### config.mk
export PLATFORM = sky130hd
export DESIGN_NAME = pipeline_ctrl
export DESIGN_NICKNAME = d
export VERILOG_FILES = /design/src/rtl/pipeline_ctrl.sv
export SDC_FILE = /design/constraint.sdc
export NUM_CORES = 1
export LEC_CHECK = 0
export BUFFER_PORTS_ARGS = -buffer_cell sky130_fd_sc_hd__buf_2
export CAP_MARGIN = 20
export CORE_UTILIZATION = 40
export CTS_CLUSTER_SIZE = 24
export DETAILED_ROUTE_END_ITERATION = 8
export PLACE_DENSITY = 0.68
export SLEW_MARGIN = 0
export SYNTH_ARGS = -nofsm -noshare
export SYNTH_HDL_FRONTEND = slang
export SYNTH_SLANG_ARGS = --single-unit
### constraint.sdc
create_clock -name CLK -period 2.3 [get_ports CLK]
set_input_delay 0.345 -clock CLK [delete_from_list [all_inputs] [get_ports CLK]]
set_output_delay 0.345 -clock CLK [all_outputs]
set_load 0.05 [all_outputs]
### src/rtl/pipeline_ctrl.sv
// -----------------------------------------------------------------------------
// pipeline_ctrl
//
// Pipeline latch controller for a five-stage core. It takes the hazard unit's
// decisions (lw_nop, jmp_flush, brch_flush), the cache handshakes (ihit, dhit)
// and the retiring halt. From these it drives the PC enable, and an enable and
// a flush for each pipeline latch. It also keeps a data-memory wait watchdog and
// a sticky halt state.
//
// Optional feature macro: PIPELINE_PERF_EN
//   When defined, the stall_cycles and flush_count performance counter ports
//   are present. When undefined, both ports and both counters are absent.
//
// Parameters:
//   TIMEOUT      consecutive MEMWAIT cycles after which mem_timeout sets
//
// Ports:
//   CLK          clock, rising edge
//   nRST         asynchronous active-low reset
//   ihit         instruction cache hit for the current PC
//   dhit         data cache completed the EX/MEM access
//   exmem_dren   EX/MEM holds a load (atomics included)
//   exmem_dwen   EX/MEM holds a store (atomics included)
//   lw_nop       load-use stall request from the hazard unit
//   jmp_flush    jump redirect resolved in EX
//   brch_flush   branch redirect resolved in EX
//   memwb_halt   halt instruction is in MEM/WB
//   pc_en        PC register loads the next PC
//   ifid_en      IF/ID latch advance enable
//   idex_en      ID/EX latch advance enable
//   exmem_en     EX/MEM latch advance enable
//   memwb_en     MEM/WB latch advance enable
//   ifid_flush   IF/ID loads a bubble instead of its input
//   idex_flush   ID/EX loads a bubble instead of its input
//   dmem_busy    controller is waiting on data memory (state MEMWAIT)
//   halted       sticky halt (state HALTED)
//   mem_timeout  sticky watchdog flag
//   fsm_state    debug view of the controller state (RUN=0, MEMWAIT=1, HALTED=2)
//   stall_cycles cycles with pc_en low while not halted (PIPELINE_PERF_EN only)
//   flush_count  cycles in which a control redirect was taken (PIPELINE_PERF_EN only)
//
// Handshake semantics: ihit and dhit act as "ready" for the current fetch and
// for the EX/MEM data access. The data request is "valid" while exmem_dren or
// exmem_dwen is high. The access completes in the cycle where both valid and
// dhit are high. Valid without dhit freezes the whole pipeline.
// -----------------------------------------------------------------------------
module pipeline_ctrl #(
  parameter int unsigned TIMEOUT = 1024
) (
  input  logic        CLK,
  input  logic        nRST,
  input  logic        ihit,
  input  logic        dhit,
  input  logic        exmem_dren,
  input  logic        exmem_dwen,
  input  logic        lw_nop,
  input  logic        jmp_flush,
  input  logic        brch_flush,
  input  logic        memwb_halt,
  output logic        pc_en,
  output logic        ifid_en,
  output logic        idex_en,
  output logic        exmem_en,
  output logic        memwb_en,
  output logic        ifid_flush,
  output logic        idex_flush,
  output logic        dmem_busy,
  output logic        halted,
  output logic        mem_timeout,
  output logic [1:0]  fsm_state
`ifdef PIPELINE_PERF_EN
  ,
  output logic [31:0] stall_cycles,
  output logic [31:0] flush_count
`endif
);

  typedef enum logic [1:0] {
    ST_RUN     = 2'd0,
    ST_MEMWAIT = 2'd1,
    ST_HALTED  = 2'd2
  } state_t;

  // The watchdog counter only needs to reach TIMEOUT, where it saturates.
  localparam int unsigned WCNT_W = (TIMEOUT < 1) ? 1 : $clog2(TIMEOUT + 1);
  localparam logic [WCNT_W-1:0] WCNT_MAX = WCNT_W'(TIMEOUT);

  state_t            state;
  state_t            state_next;
  logic              dreq;
  logic              freeze;
  logic              redirect;
  logic              redirect_fire;
  logic [WCNT_W-1:0] wcnt;
  logic [WCNT_W-1:0] wcnt_inc;

  assign dreq     = exmem_dren | exmem_dwen;
  assign freeze   = dreq & ~dhit;
  assign redirect = jmp_flush | brch_flush;
  assign wcnt_inc = wcnt + 1'b1;

  // ---------------------------------------------------------------------------
  // State register
  // ---------------------------------------------------------------------------
  always_ff @(posedge CLK or negedge nRST) begin
    if (!nRST) begin
      state <= ST_RUN;
    end else begin
      state <= state_next;
    end
  end

  // ---------------------------------------------------------------------------
  // Next-state logic. A halt reaching MEM/WB wins from any state, and only
  // reset leaves HALTED.
  // ---------------------------------------------------------------------------
  always_comb begin
    state_next = state;
    case (state)
      ST_RUN: begin
        if (memwb_halt) begin
          state_next = ST_HALTED;
        end else if (freeze) begin
          state_next = ST_MEMWAIT;
        end
      end
      ST_MEMWAIT: begin
        if (memwb_halt) begin
          state_next = ST_HALTED;
        end else if (dhit) begin
          state_next = ST_RUN;
        end
      end
      ST_HALTED: begin
        state_next = ST_HALTED;
      end
      default: begin
        state_next = ST_RUN;
      end
    endcase
  end

  // ---------------------------------------------------------------------------
  // Latch enables and flushes. These are a priority decode and the first
  // matching rule wins. In MEMWAIT, freeze is low in the dhit cycle, so
  // writeback advances through the lower rules in that same cycle.
  // ---------------------------------------------------------------------------
  always_comb begin
    pc_en         = 1'b0;
    ifid_en       = 1'b0;
    idex_en       = 1'b0;
    exmem_en      = 1'b0;
    memwb_en      = 1'b0;
    ifid_flush    = 1'b0;
    idex_flush    = 1'b0;
    redirect_fire = 1'b0;
    if ((state == ST_HALTED) || memwb_halt) begin
      // Pipeline frozen: halt is retiring or has retired.
    end else if (freeze) begin
      // The data access is outstanding, so nothing moves.
    end else if (redirect) begin
      // A redirect does not need ihit. The wrong-path fetch is squashed by the
      // IF/ID flush, so a missed fetch is simply discarded.
      pc_en         = 1'b1;
      ifid_en       = 1'b1;
      idex_en       = 1'b1;
      exmem_en      = 1'b1;
      memwb_en      = 1'b1;
      ifid_flush    = 1'b1;
      idex_flush    = 1'b1;
      redirect_fire = 1'b1;
    end else if (lw_nop || !ihit) begin
      // Hold PC and IF/ID. A bubble goes into ID/EX and the back end drains.
      idex_en    = 1'b1;
      idex_flush = 1'b1;
      exmem_en   = 1'b1;
      memwb_en   = 1'b1;
    end else begin
      pc_en    = 1'b1;
      ifid_en  = 1'b1;
      idex_en  = 1'b1;
      exmem_en = 1'b1;
      memwb_en = 1'b1;
    end
  end

  // ---------------------------------------------------------------------------
  // Data-memory watchdog. The counter advances on every MEMWAIT cycle that
  // stays in MEMWAIT, and saturates at TIMEOUT. mem_timeout is set on the edge
  // where the count reaches TIMEOUT and stays set until reset. The counter
  // clears whenever the controller heads back to RUN.
  // ---------------------------------------------------------------------------
  always_ff @(posedge CLK or negedge nRST) begin
    if (!nRST) begin
      wcnt        <= '0;
      mem_timeout <= 1'b0;
    end else begin
      if ((state == ST_MEMWAIT) && (state_next == ST_MEMWAIT)) begin
        if (wcnt != WCNT_MAX) begin
          wcnt <= wcnt_inc;
          if (wcnt_inc == WCNT_MAX) begin
            mem_timeout <= 1'b1;
          end
        end
      end else if (state_next == ST_RUN) begin
        wcnt <= '0;
      end
    end
  end

`ifdef PIPELINE_PERF_EN
  // ---------------------------------------------------------------------------
  // Performance counters. Both wrap modulo 2^32.
  // ---------------------------------------------------------------------------
  always_ff @(posedge CLK or negedge nRST) begin
    if (!nRST) begin
      stall_cycles <= 32'd0;
      flush_count  <= 32'd0;
    end else begin
      if (!pc_en && (state != ST_HALTED)) begin
        stall_cycles <= stall_cycles + 32'd1;
      end
      if (redirect_fire) begin
        flush_count <= flush_count + 32'd1;
      end
    end
  end
`endif

  // Status outputs decode the registered state directly.
  assign dmem_busy = (state == ST_MEMWAIT);
  assign halted    = (state == ST_HALTED);
  assign fsm_state = state;

  // A latch may only flush when it is also enabled.
  a_ifid_flush_en : assert property (@(posedge CLK) disable iff (!nRST)
    ifid_flush |-> ifid_en);
  a_idex_flush_en : assert property (@(posedge CLK) disable iff (!nRST)
    idex_flush |-> idex_en);

endmodule

### Word level (Yosys, flattened, before mapping)

Index checks and enable logic that the tools add are counted.
Widths: inputs -> output; s select.

* add/subtract/negate cells: 1
* eq/ne operators: 6
* mux-type cells: 21
* bitwise logic cells: 4
* reduce and logical (&&, ||, !) cells: 9

Operators with widths (count)
* $mux 11: 3
* $mux 1: 13
* $add 11x1->11 const B: 1
* $eq 11x11->1 const B: 1
* $ne 11x11->1 const B: 1
* $mux 2: 4
* $pmux 2 s3: 1
* $eq 2x1->1 const B: 2
* $logic_not 2->1: 2
* $reduce_and 3->1: 1
* $eq 2x2->1 const B: 1
* $logic_or 1x1->1: 2
* $ne 2x1->1 const B: 1
* $or 1x1->1: 2
* $reduce_and 2->1: 1
* $reduce_bool 2->1: 1
* $and 1x1->1: 1
* $logic_and 1x1->1: 1
* $logic_not 1->1: 1
* $not 1->1: 1

* bits in registers: 14
* output and inout port bits: 12

### Longest topological paths before layout

Gate-level depths: netlist (run 1).

* word-level depth: 9
* depth in mapped cells: 8
* gate-level depth less buffers: 6

### Worst setup path after synthesis (run 1)

OpenSTA, ideal clock, no wires.

* path type: register to output
* start point: register state[0], in the netlist fsm_state[0]
* end point: output pc_en
* data arrival time: 2484 ps
* setup slack: -529 ps
* stages on the path, launching flop included: 6
* path buffers: 1
* path through: dfrtp_1 > nor2b_1 > nor2_1 > o21ai_0 > a21oi_1 > buf_4

* word-level cells in the longest chain between the ends: 3

Ends and longest elaborated chain
* from (decl): line 88 `state_t state;`
* from (signal assigned): line 109 `state <= state_next;`
* $eq 2x2->1
* net halted: line 68 `output logic halted,`
* $logic_or 1x1->1: line 157 `if ((state == ST_HALTED) || memwb_halt) begin`
* $mux 1: line 157
* to (decl): line 60 `output logic pc_en,`

The timed path passes the listed nets, and every way through them passes these cells.

### Worst setup path after layout (run 1)

* start point: register state[1], in the netlist fsm_state[1]
* end point: output idex_flush

* word-level cells in the longest chain between the ends: 3

Ends and longest elaborated chain
* $eq 2x2->1: line 157
* $logic_or 1x1->1: line 157
* $mux 1: line 157
* to (decl): line 66 `output logic idex_flush,`

Every way passes these cells.

==> results of run 1 <==
[Yosys cell counts, drive strengths merged]
cell and count:
nor4bb 1, o31ai 2, ha 3, nor3 4
a41o 1, o2111ai 1, xor2 1, a21boi 1
a41oi 1, or4b 1, a22o 3, o21ai 4
dfrtp 14, inv 6, or3 1, nor4 2
a221o 1, and2b 1, and3 1, clkbuf 5
nand2b 2, nand4 3, and2 3, a32oi 1
nand3 4, nor2b 2, and4 1, and4bb 1
buf 7, o2bb2ai 1, nand2 12, nor2 8
a21oi 2, mux2 3, a31oi 4, mux2i 8
a21o 1
[final cells by class]
type / instances / area [um2] / share of cell area, %
Inverter: 6 / 22.52 / 1.883
Timing Repair Buffer: 23 / 122.6 / 10.25
Multi-Input combinational cell: 85 / 625.6 / 52.30
Sequential cell: 14 / 351.6 / 29.39
Tap cell: 30 / 37.54 / 3.138
Clock buffer: 4 / 36.28 / 3.033
[state kept, by name (all words and copies together), names as in the netlist]
register,flops
mem_timeout,1
fsm_state,2
wcnt,11
[cell usage in the layout (no fill, tap or decap), types with 2 or more instances in the layout]
cell      Yosys  final
a22o_1        3      3
a31oi_1       3      2
and2_1        3      3
buf_2         2     21
clkbuf_4      0      3
dfrtp_1      14     13
ha_1          3      3
inv_1         6      6
mux2_2        3      3
mux2i_1       8      8
nand2_1      12     12
nand2b_1      2      2
nand3_1       4      4
nand4_1       3      3
nor2_1        8      8
nor3_1        4      4
o21ai_0       3      3
[power groups by stage]
stage / logic [mW] / clock network [mW] / registers (mW)
finish: 0.344 / 0.183 / 0.274
global route: 0.367 / 0.193 / 0.276
CTS: 0.346 / 0.185 / 0.275
detailed placement: 0.343 / 0 / 0.280
global placement: 0.335 / 0 / 0.278
floorplan: 0.246 / 0 / 0.311
[routing by layer]
layer	track usage [%]	wire length (um)
met1	21.72	1016
met4	6.140	23
met3	1.977	136
met2	27.08	1131
met5	0	0
[cells by family after synthesis]
group | Yosys count | synth area share, %
compound gates | 23 | 17.53
fa+ha+maj | 3 | 3.530
flops | 14 | 32.94
xor+xnor | 1 | 0.8237
mux | 11 | 10.71
buf+inv | 18 | 9.882
simple gates | 47 | 24.59
[stage by stage]
step                util [%]  setup slack [ns]  setup TNS (ns)  hold WS (ns)  instance area [um2]
finish                 47.85            0.2892               0        0.3380                 1196
CTS                    47.85            0.2790               0        0.3289                 1196
floorplan                  -          -0.03406        -0.03406       0.04941                 1082
global route           47.85            0.1931               0        0.3426                 1196
detailed placement     46.00            0.2969               0        0.2582                 1150
global placement       46.00            0.3412               0        0.2584                 1150
[worst min-delay path by stage]
stage | endpoint | startpoint | cells after the start
CTS | fsm_state[1]$_DFF_PN0_ | memwb_halt | 2
detailed placement | wcnt[1]$_DFFE_PN0P_ | nRST | 1
floorplan | fsm_state[0]$_DFF_PN0_ | nRST | 0
finish | fsm_state[1]$_DFF_PN0_ | memwb_halt | 2
global route | fsm_state[1]$_DFF_PN0_ | memwb_halt | 2
global placement | wcnt[3]$_DFFE_PN0P_ | nRST | 1
[worst reg2reg max path: stages, from the launching register on]
cell	delay (ns)
dfrtp_2	0.44
or4b_4	0.55
a31oi_4	0.27
buf_4	0.27
nor2b_1	0.09
mux2_2	0.26
[timing repair]
item                                   4_1_cts  5_1_grt
hold buffers                                 1        0
endpoints found under the hold margin       14        0
buffers inserted                             0        0
gates resized for setup                      0        0
==> impl_results.md, run 1 <==
- Post-Route WL: 2.308 mm
- Startpoint Class: flip-flop
- Final setup vio count: 0
- Nets@finish: 146
- Critical-path cell list: nor2b_4, nor2_1, o21ai_0, a31oi_2, buf_2
- Vias per cell: 5.883
- Syn_nets: 130
- H-tree levels: 1
- Required time worst endpoint: 1.96 ns
- Crit path capture: idex_flush
- CP max stage cell: dfrtp_2
- RePlAce Congestion: 0.8042
- First-pass GRT wire length: 3.381 mm
- Switching Share: 42.90%
- Critical path origin: fsm_state[1]$_DFF_PN0_
- Max-cap viol count: 0
- Initial antenna violation count: 0
- Vias in the first global route: 758
- Fraction of layout cells with a size suffix above 1: 28.03%
- Die height: 53.57 um
- Critical path class: flip-flop to primary output
- Design internal power: 0.4576 mW
- Core footprint: 2500 um2
- IO buf count: 21
- Ports: 22
- Flop pwr share: 34.2%
- # DRC: 0
- Logic pwr share: 43.0%
- Slew margin rel.: 61.99%
- Status: finished clean
- FF+latch count, synth: 14
- Tightest Pin Transition: 0.5642 ns
- Hold crit path type: input pin to flip-flop
- Pwr dens: 669.9 nW/um2
- GRT overflow: 0
- Unrepaired setup endpoints after global routing: false
- Critical-path maximum fanout: 6
- Worst path bufs/invs: 1
- Number of antenna diodes: 0
- Fin. Hold Viols: 0
- Total GRT Usage: 16.36%
- Clock share of power: 22.8%
- Post-synthesis sequential area ratio: 32.94%
- Initial DRC count: 33
- Post-synth top area cell: dfrtp_1
- Max Slew Vio Count: 0
- FF-to-FF End: wcnt[0]$_DFFE_PN0P_
- DP Wirelength: 1.710 mm
- Total power: 0.8013 mW
- Later-pin clock latency in the skew report: 0.29 ns
- Die Wd: 53.57 um
- Switching power: 0.3438 mW
- Post-route ant nets: 0
- Register-to-Register Path Depth: 5
- Ranking of synthesized cells by area: dfrtp_1 (33%), mux2i_1 (7.5%), nand2_1 (4.2%)
- Yosys top cell area share: 32.94%
- Synth cell types: 44
- Starting Density: 42.54%
- Root Driver: clkbuf_4
- Delay of the slowest cell on the worst path: 0.44 ns
- Largest net degree at the start of global routing: 17
- Final min period: 2.011 ns
- Peak Freq: 497.3 MHz
- Fillers: 236
- Clock Skew: 0.006814 ns
- DP Cell Count: 157
- Die ar.: 2869 um2
- Leak: 0.5624 nW
- CTS Buf Count: 3
- Peak VDD IR: 0.5826 mV
- Via count: 953
- Avg Cell Area, Syn: 9.090 um2
- TritonCTS clock tree: built
- Warnings, synthesis: 0
- Wire per inst: 14.25 um
- Sink Count: 14
- CTS clock-pin slew for the worst setup and hold paths: 0.08 ns
- Critical path's top delay family: flip-flops
- Cells after Synth: 117
- Levels on crit path: 5
- Synthesized cell area: 1064 um2
- Area grow syn2layout: 12.47%
- Critical Path Sink Type: primary output
- Worst EP arrival: 1.67 ns
- Rows: 18
- Drt pass-1 iters: 4
- Non-Filler Instances: 162
- FF-to-FF setup slack: 0.30 ns
- Period utilization: 87.43%
- Reg-to-reg startpoint: fsm_state[1]$_DFF_PN0_
- Clk buf depth: 2
(Power assumes the default switching activity.)
==> run 2, diff against run 1 <==
--- a/config.mk
+++ b/config.mk
@@ -7,6 +7,7 @@
 export LEC_CHECK = 0
 export BUFFER_PORTS_ARGS = -buffer_cell sky130_fd_sc_hd__buf_2
 export CAP_MARGIN = 20
+export CORE_ASPECT_RATIO = 1.25
 export CORE_UTILIZATION = 40
 export CTS_CLUSTER_SIZE = 24
 export DETAILED_ROUTE_END_ITERATION = 8
==> run 2 against run 1 <==
Combinational power is 2% higher. Clock-buffer cell count stayed put. Largest power group unchanged. Critical path depth stayed put. Final area is 2.2% higher. Sequential share of layout area is 0.63 points lower. Utilization is 1.5 points higher. First-iteration DRC count is 33% higher. Worst setup slack better by 0.041 ns.
==> impl_results.md, run 2 (synthesis gave the netlist of run 1 again) <==
- Clock Skew: 0.001589 ns (-0.005225 ns)
- Peak VDD IR: 0.3630 mV (-38%)
- Vias per cell: 5.607 (-4.7%)
- Fin. Hold Viols: 0 (unchanged)
- RePlAce Congestion: 0.8532 (+6.1%)
- Max-cap viol count: 0 (unchanged)
- Unrepaired setup endpoints after global routing: false
- # DRC: 0 (unchanged)
- H-tree levels: 1 (unchanged)
- Max reg flops: 11 (unchanged)
- CP max stage cell: dfrtp_2
- TritonCTS clock tree: built
- Initial antenna violation count: 0 (unchanged)
- Peak Freq: 507.7 MHz (+2.1%)
- Most flops, register: wcnt
- Starting Density: 42.93% (+0.39 points)
- Initial DRC count: 44 (+33%)
- Die Wd: 48.12 um (-10%)
- Hold-fix buffers, CTS: 1 (unchanged)
- Max Slew Vio Count: 0 (unchanged)
- Startpoint Class: flip-flop
- Core footprint: 2477 um2 (-0.90%)
- Worst EP arrival: 1.62 ns (-0.05 ns)
- Die height: 59.65 um (+11%)
- Area of the multi-input gates: 625.6 um2 (unchanged)
- Later-pin clock latency in the skew report: 0.29 ns (about the same)
- Worst path bufs/invs: 1 (unchanged)
- Reg-to-reg startpoint: fsm_state[1]$_DFF_PN0_
- Critical path's top delay family: flip-flops
- M1 GR Usage: 24.28% (+2.6 points)
- Leak: 0.5787 nW (+2.9%)
- DP Wirelength: 1.765 mm (+3.2%)
- Reg area: 351.6 um2 (unchanged)
- Critical-path maximum fanout: 6 (unchanged)
- Status: finished clean
- Drt pass-1 iters: 5 (+1)
- Rows: 20 (+2)
- Critical path origin: fsm_state[1]$_DFF_PN0_
- Post-route ant nets: 0 (unchanged)
- Cts repair resizes: 0 (unchanged)
- Ports: 22 (unchanged)
- Critical path class: flip-flop to primary output
- Fillers: 229 (-3.0%)
- GRT busiest layer: met2
- Met2 Track Usage GR: 30.89% (+3.8 points)
- Wire per inst: 14.05 um (-1.4%)
- Number of antenna diodes: 0 (unchanged)
- Commonest non-fill, non-tap cell in the layout: buf_2
- Period utilization: 85.65% (-1.8 points)
- Sink Count: 14 (unchanged)
- Tightest Pin Transition: 0.5320 ns (-0.03214 ns)
- CTS Buf Count: 3 (unchanged)
- Critical-path cell list: nor2b_4, nor2_1, o21ai_0, a31oi_2, buf_2
- Hold crit path type: input pin to flip-flop
- Post-Route WL: 2.360 mm (+2.3%)
- Min-delay src: memwb_halt
- Pwr dens: 661.2 nW/um2 (-1.3%)
- Root Driver: clkbuf_4
- Met3 global-route usage: 2.115% (+0.14 points)
- Fin util: 49.34% (+1.5 points)
- Final min period: 1.970 ns (-0.04100 ns)
- First-pass GRT wire length: 3.767 mm (+11%)
- GRT overflow: 0 (unchanged)
- Post CTS Setup Buffer Count: 0 (unchanged)
- Total power: 0.8083 mW (+0.87%)
- Critical Path Sink Type: primary output
- Slew margin rel.: 64.16% (+2.2 points)
- Largest net degree at the start of global routing: 15 (-2)
- Final setup vio count: 0 (unchanged)
- Via count: 942 (-1.2%)
- IO buf count: 21 (unchanged)
- Required time worst endpoint: 1.96 ns (about the same)
- Nets@finish: 149 (+2.1%)
- Area grow syn2layout: 14.94%
- Vias in the first global route: 823 (+8.6%)
- Die ar.: 2870 um2 (about the same)
- CTS clock-pin slew for the worst setup and hold paths: 0.09 ns (about the same)
- Most frequent cells in the layout: buf_2 (21), dfrtp_1 (13), nand2_1 (12)
- Fraction of layout cells with a size suffix above 1: 29.63% (+1.6 points)
- Total GRT Usage: 19.04% (+2.7 points)
- Delay of the slowest cell on the worst path: 0.44 ns (about the same)
- Clk buf depth: 2 (unchanged)
==> run 2: cell types whose count changed in the layout (fill, tap and decap cells not counted) <==
cell,change
buf_4,+3
==> run 2: final timing paths <==
path	end	slack (ns)	depth (start not counted)
worst max-delay path	idex_flush	0.33	5
min in group asynchronous	wcnt[3]$_DFFE_PN0P_	0.47	2
worst max register to register	wcnt[3]$_DFFE_PN0P_	0.34	5
max in group asynchronous	fsm_state[1]$_DFF_PN0_	1.57	2
worst min-delay path	fsm_state[1]$_DFF_PN0_	0.34	2
worst min register to register	mem_timeout$_DFFE_PN0P_	0.47	1
==> run 2: final cells by class <==
class                      count  area share, %
sequential                    14          28.76
multi-input combinational     85          51.18
clock buffer                   4          2.968
tap                           33          3.378
timing repair buffer          26          11.87
inverter                       6          1.842
==> run 2: per-layer routing <==
metal | wire length [um] | up-vias
met1 | 959 | 426
met2 | 1197 | 48
met4 | 62 | 0
met5 | 0 | -
met3 | 141 | 12
li1 | - | 456
==> run 2: power by group <==
part	switching (mW)	internal (mW)	total [mW]	leakage, nW
Combinational	0.248	0.103	0.351	0.367
Clock	0.0873	0.0964	0.184	0.0210
Sequential	0.0156	0.258	0.274	0.191
Total	0.351	0.458	0.808	0.579
==> run 2: stage by stage <==
step	area [um2]	TNS, ns	setup WS [ns]	std cells	hold slack [ns]
2_1_floorplan	1082	-0.03406	-0.03406	117	0.04941
3_3_place_gp	1176	0	0.4131	163	0.2606
3_5_place_dp	1176	0	0.3802	163	0.2648
4_1_cts	1222	0	0.2999	168	0.3251
5_1_grt	1222	0	0.1620	168	0.3384
6_report	1222	0	0.3302	168	0.3361
